File: src/rtl/reset_sequencer.sv
// Staged reset controller: holds all domains in reset, then releases them one by one
// in index order, gated by a per-domain ready handshake with a bounded timeout.
module reset_sequencer #(
   parameter int NUM_STAGES     = 4,
   parameter int HOLD_CYCLES    = 16,
   parameter int STAGGER_CYCLES = 4,
   parameter int TIMEOUT_CYCLES = 64,
   parameter int CNT_W          = 8
) (
   input  logic                  CLK,
   input  logic                  RST,
   input  logic                  SW_RST_REQ,
   input  logic                  WDOG_RST_REQ,
   input  logic [NUM_STAGES-1:0] STAGE_RDY,
   output logic [NUM_STAGES-1:0] OUT_RST_N,
   output logic                  BUSY,
   output logic [NUM_STAGES-1:0] TIMEOUT_ERR,
   output logic [1:0]            LAST_CAUSE
);

   localparam int IDX_W = (NUM_STAGES > 1) ? $clog2(NUM_STAGES) : 1;

   localparam logic [CNT_W-1:0] HOLD_LAST    = CNT_W'(HOLD_CYCLES - 1);
   localparam logic [CNT_W-1:0] STAGGER_LAST = CNT_W'(STAGGER_CYCLES - 1);
   localparam logic [CNT_W-1:0] TIMEOUT_LAST = CNT_W'(TIMEOUT_CYCLES - 1);
   localparam logic [IDX_W-1:0] LAST_IDX     = IDX_W'(NUM_STAGES - 1);

   typedef enum logic [1:0] {
      ST_HOLD  = 2'd0,
      ST_STAGE = 2'd1,
      ST_IDLE  = 2'd2
   } state_t;

   state_t                  state_r, state_s;
   logic [IDX_W-1:0]        idx_r, idx_s, idx_inc_s;
   logic [CNT_W-1:0]        cnt_r, cnt_s;
   logic [NUM_STAGES-1:0]   out_rst_n_r, out_rst_n_s;
   logic                    busy_r, busy_s;
   logic [NUM_STAGES-1:0]   timeout_err_r, timeout_err_s;
   logic [1:0]              last_cause_r, last_cause_s;
   logic                    req_s;
   logic                    rdy_sel_s;
   logic                    advance_s;

   // Next-state and next-output computation for the sequencing FSM.
   always_comb begin
      state_s       = state_r;
      idx_s         = idx_r;
      cnt_s         = cnt_r;
      out_rst_n_s   = out_rst_n_r;
      busy_s        = busy_r;
      timeout_err_s = timeout_err_r;
      last_cause_s  = last_cause_r;
      idx_inc_s     = idx_r + IDX_W'(1);
      req_s         = SW_RST_REQ | WDOG_RST_REQ;
      rdy_sel_s     = STAGE_RDY[idx_r];
      advance_s     = 1'b0;

      if (req_s) begin
         state_s       = ST_HOLD;
         idx_s         = '0;
         cnt_s         = '0;
         out_rst_n_s   = '0;
         busy_s        = 1'b1;
         timeout_err_s = '0;
         last_cause_s  = WDOG_RST_REQ ? 2'd2 : 2'd1;
      end else begin
         case (state_r)
            ST_HOLD: begin
               if (cnt_r == HOLD_LAST) begin
                  state_s        = ST_STAGE;
                  idx_s          = '0;
                  cnt_s          = '0;
                  out_rst_n_s[0] = 1'b1;
               end else begin
                  cnt_s = cnt_r + CNT_W'(1);
               end
            end
            ST_STAGE: begin
               // A ready stage waits out the stagger; a silent one is forced on at timeout.
               if ((cnt_r >= STAGGER_LAST) && rdy_sel_s) begin
                  advance_s = 1'b1;
               end else if ((cnt_r == TIMEOUT_LAST) && !rdy_sel_s) begin
                  advance_s            = 1'b1;
                  timeout_err_s[idx_r] = 1'b1;
               end else begin
                  advance_s = 1'b0;
               end

               if (advance_s) begin
                  cnt_s = '0;
                  if (idx_r == LAST_IDX) begin
                     state_s = ST_IDLE;
                     busy_s  = 1'b0;
                  end else begin
                     idx_s                  = idx_inc_s;
                     out_rst_n_s[idx_inc_s] = 1'b1;
                  end
               end else begin
                  cnt_s = cnt_r + CNT_W'(1);
               end
            end
            ST_IDLE: begin
               state_s = ST_IDLE;
            end
            default: begin
               state_s     = ST_HOLD;
               idx_s       = '0;
               cnt_s       = '0;
               out_rst_n_s = '0;
               busy_s      = 1'b1;
            end
         endcase
      end
   end

   // State and output registers with synchronous power-on reset.
   always_ff @(posedge CLK) begin
      if (RST) begin
         state_r       <= ST_HOLD;
         idx_r         <= '0;
         cnt_r         <= '0;
         out_rst_n_r   <= '0;
         busy_r        <= 1'b1;
         timeout_err_r <= '0;
         last_cause_r  <= 2'd0;
      end else begin
         state_r       <= state_s;
         idx_r         <= idx_s;
         cnt_r         <= cnt_s;
         out_rst_n_r   <= out_rst_n_s;
         busy_r        <= busy_s;
         timeout_err_r <= timeout_err_s;
         last_cause_r  <= last_cause_s;
      end
   end

   assign OUT_RST_N   = out_rst_n_r;
   assign BUSY        = busy_r;
   assign TIMEOUT_ERR = timeout_err_r;
   assign LAST_CAUSE  = last_cause_r;

endmodule

File: config.mk
export PLATFORM = sky130hd
export DESIGN_NAME = reset_sequencer
export DESIGN_NICKNAME = d
export VERILOG_FILES = /design/src/rtl/reset_sequencer.sv
export SDC_FILE = /design/constraint.sdc
export NUM_CORES = 1
export LEC_CHECK = 0
export CORE_MARGIN = 5
export CORE_UTILIZATION = 48
export CTS_BUF_LIST = sky130_fd_sc_hd__clkbuf_16
export CTS_CLUSTER_SIZE = 40
export DETAILED_ROUTE_END_ITERATION = 8
export PLACE_DENSITY = 0.71
export SKIP_LAST_GASP = 1
export SLEW_MARGIN = 40
export SYNTH_ARGS = -nofsm -noshare
export SYNTH_HDL_FRONTEND = slang
export SYNTH_SLANG_ARGS = --single-unit
export TNS_END_PERCENT = 5
File: constraint.sdc
create_clock -name CLK -period 1.9 [get_ports CLK]
set_input_delay 0.19 -clock CLK [delete_from_list [all_inputs] [get_ports CLK]]
set_output_delay 0.19 -clock CLK [all_outputs]
set_load 0.01 [all_outputs]
==> flow_summary.toml <==
[power]
p_per_area_nw_per_um2 = 576
p_clk_frac = 0.460
p_leak_nw = 0.648
p_sw_frac = 0.197
seq_power_share = 0.491
ir_drop_uv = 457
p_sw_w = 0.000195
p_comb_frac = 0.049
p_int_w = 0.000797

[sta]
rsz0062_at_grt = "yes"
finClkSkew_ns = 0.00304
hold_viol = 0
max_freq_mhz = 545
timing.final.crit_share = 0.966
slew_violations = 0
tightestPinTransition_ns = 0.492
slew_headroom = 0.669
setup_violations = 0
min_period_ns = 1.84
worst_slack_ns = 0.0647

[placement]
place_area_um2 = 1630
pre_cts_ws_ns = -0.135
port_buffers = 18
place_congestion = 0.817
hpwl_mm = 2.30

[final_layout]
drive_gt1_frac = 0.203
final.fill_count = 234
nNetsFinal = 202
diodes = 0
fin_util = 0.641
area_growth_pct = 31.0
fin_area_um2 = 1720

[yosys]
synthXorXnorAreaFrac = 0
synthSimpleGateAreaFrac = 0.226
yosysUniqueCellTypes = 44
synth_top_area_frac = 0.350
ys_warn_count = 0
syn-cell-area_um2 = 1320
synth_edf_count = 0
muxShareOfSynthArea = 0.0400
syn_nets = 165
synth_area_leaders = "dfxtp_1, ha_1, a21oi_1, nand2_1, a32o_1"
synth_fa_ha_area_frac = 0.105
synth_compound_area_frac = 0.205
ys_async_sr_fraction = 0
yosysSeqAreaShare = 0.350
yosysMostFrequentCell = "dfxtp_1"
synth_top_family_by_area = "simple AND/OR/NAND/NOR gates"
synth_ff_type = "dfxtp_1"
synth_seq_cells = 23
synthCells = 146
synth_commonest_cells = "dfxtp_1, nand2_1, a21oi_1"
avgSynthCellArea_um2 = 9.01
synth_top_area_cell = "dfxtp_1"

[worst_setup_path]
start_kind = "register"
endpoint_kind = "register"
critPathRequiredTime_ns = 2.09
worstSetupPathType = "register to register"
crit_fanout = 8
critical_path_arrival_ns = 2.02

[die]
coreArea_um2 = 2690
die-area_um2 = 3890
start_util = 0.490
rows = 19
die_h_um = 62.3
pin_count = 19
die_w_um = 62.3

[detailed_routing]
dr.pass1.iters = 4
drt_iter0_markers = 72
drc = 0
detail-route-antenna-nets = 0
drt-total-wl_mm = 3.10
wl_per_cell_um = 14.6
via_per_inst = 5.78
vias = 1231

[clock_tree]
clock_sinks = 23
numCtsBuffers = 3
clock_latency_ns = 0.26
cts_max_path_buffers = 2
ctsHoldBuffers = 0
h-tree-depth = 1
clk_pin_slew_ns = 0.06
root_buffer = "clkbuf_16"
cts_tree = "built"

[global_routing]
grt_use_total = 0.162
antenna_found_initial = 0
grt_max_degree = 13
grt_pass1_vias = 1174
overflow = 0
grt_pass1_wl_mm = 5.26

[job]
maxCapViolations = 0

[worst_hold_path]
hold_path.class = "register to register"

[run_status]
status = "completed"
## layout by cell type, fill, tap and decap left out, drive strengths merged, types with 2 or more instances in the layout
cell,synthesis,layout
and3,2,2
inv,9,10
nand3,5,5
buf,2,20
ha,11,11
a21oi,14,14
a21o,2,2
or3,3,3
clkdlybuf4s50,0,18
o21ai,3,3
a32o,4,4
nor2,10,10
mux2i,3,3
a31oi,3,3
a311o,2,2
clkbuf,3,3
or4,3,3
nor3,3,3
nor3b,3,3
nand2,18,18
o31ai,2,2
dfxtp,23,23
nor4b,2,2
## power groups by stage
stage,logic [W],registers (W),clock network (W)
2_1_floorplan,0.0000155,0.000500,0
3_3_place_gp,0.0000477,0.000498,0
3_5_place_dp,0.0000485,0.000498,0
4_1_cts,0.0000489,0.000487,0.000465
5_1_grt,0.0000536,0.000488,0.000489
6_report,0.0000489,0.000488,0.000456
## cell families (layout without fill, tap and decap cells)
| kind of cell | after synthesis | after routing |
|---|---|---|
| buffers and inverters | 15 | 51 |
| DFF | 23 | 23 |
| AOI/OAI and AO/OA | 38 | 38 |
| adders and majority gates | 11 | 11 |
| muxes | 4 | 4 |
| and+or+nand+nor | 55 | 55 |
## per-layer routing
| layer | track usage | routed length [um] | part of all wire | up-vias |
|---|---|---|---|---|
| li1 | - | - | - | 608 |
| met1 | 0.198 | 1380 | 0.44 | 579 |
| met2 | 0.275 | 1490 | 0.48 | 37 |
| met3 | 0.0306 | 170 | 0.055 | 7 |
| met4 | 0.0716 | 64 | 0.021 | 0 |
| met5 | 0 | 0 | 0 | - |
## worst paths after layout
| path | start | to | slack [ns] | cells past startpoint |
|---|---|---|---|---|
| worst max-delay path | state_r[0] | cnt_r[6] | 0.06 | 5 |
| worst min register to register | BUSY | BUSY | 0.46 | 1 |
| worst min-delay path | BUSY | BUSY | 0.46 | 1 |
| worst max register to register | state_r[0] | cnt_r[6] | 0.06 | 5 |
## state kept, by name, indices dropped and copies added, names as in the netlist
name / cells
BUSY: 1
idx_r: 2
LAST_CAUSE: 2
OUT_RST_N: 4
TIMEOUT_ERR: 4
cnt_r: 8
state_r: 2
## through the flow
stage | TNS [ns] | hold slack (ns) | total power [W] | cells
6_report | 0 | 0.458 | 0.000993 | 213
5_1_grt | -0.00731 | 0.485 | 0.00103 | 213
4_1_cts | 0 | 0.462 | 0.00100 | 212
3_5_place_dp | -1.17 | 0.448 | 0.000547 | 208
2_1_floorplan | 0 | 0.262 | 0.000515 | 146
3_3_place_gp | -0.829 | 0.433 | 0.000546 | 208
## what timing repair did
| action | CTS | global route |
|---|---|---|
| buffers inserted | 0 | 1 |
| gates resized for setup | 0 | 3 |
| setup endpoints to repair | 0 | 6 |
## final cells by class
class,count,area [um2],share of cell area
clock buffers,3,75.1,0.0436
clock inverters,1,3.75,0.00218
inverters,9,33.8,0.0196
multi-input cells,108,767,0.445
flip-flops and latches,23,462,0.268
well taps,31,38.8,0.0225
repair buffers,38,343,0.199
## worst max-delay path, stage by stage, from the launching register on
cell and delay [ns]:
dfxtp_1 0.34, inv_1 0.08, ha_1 0.30, or4_2 0.68
a32o_1 0.22, a21oi_1 0.14
Note: power is estimated with default switching activity, not from simulation.
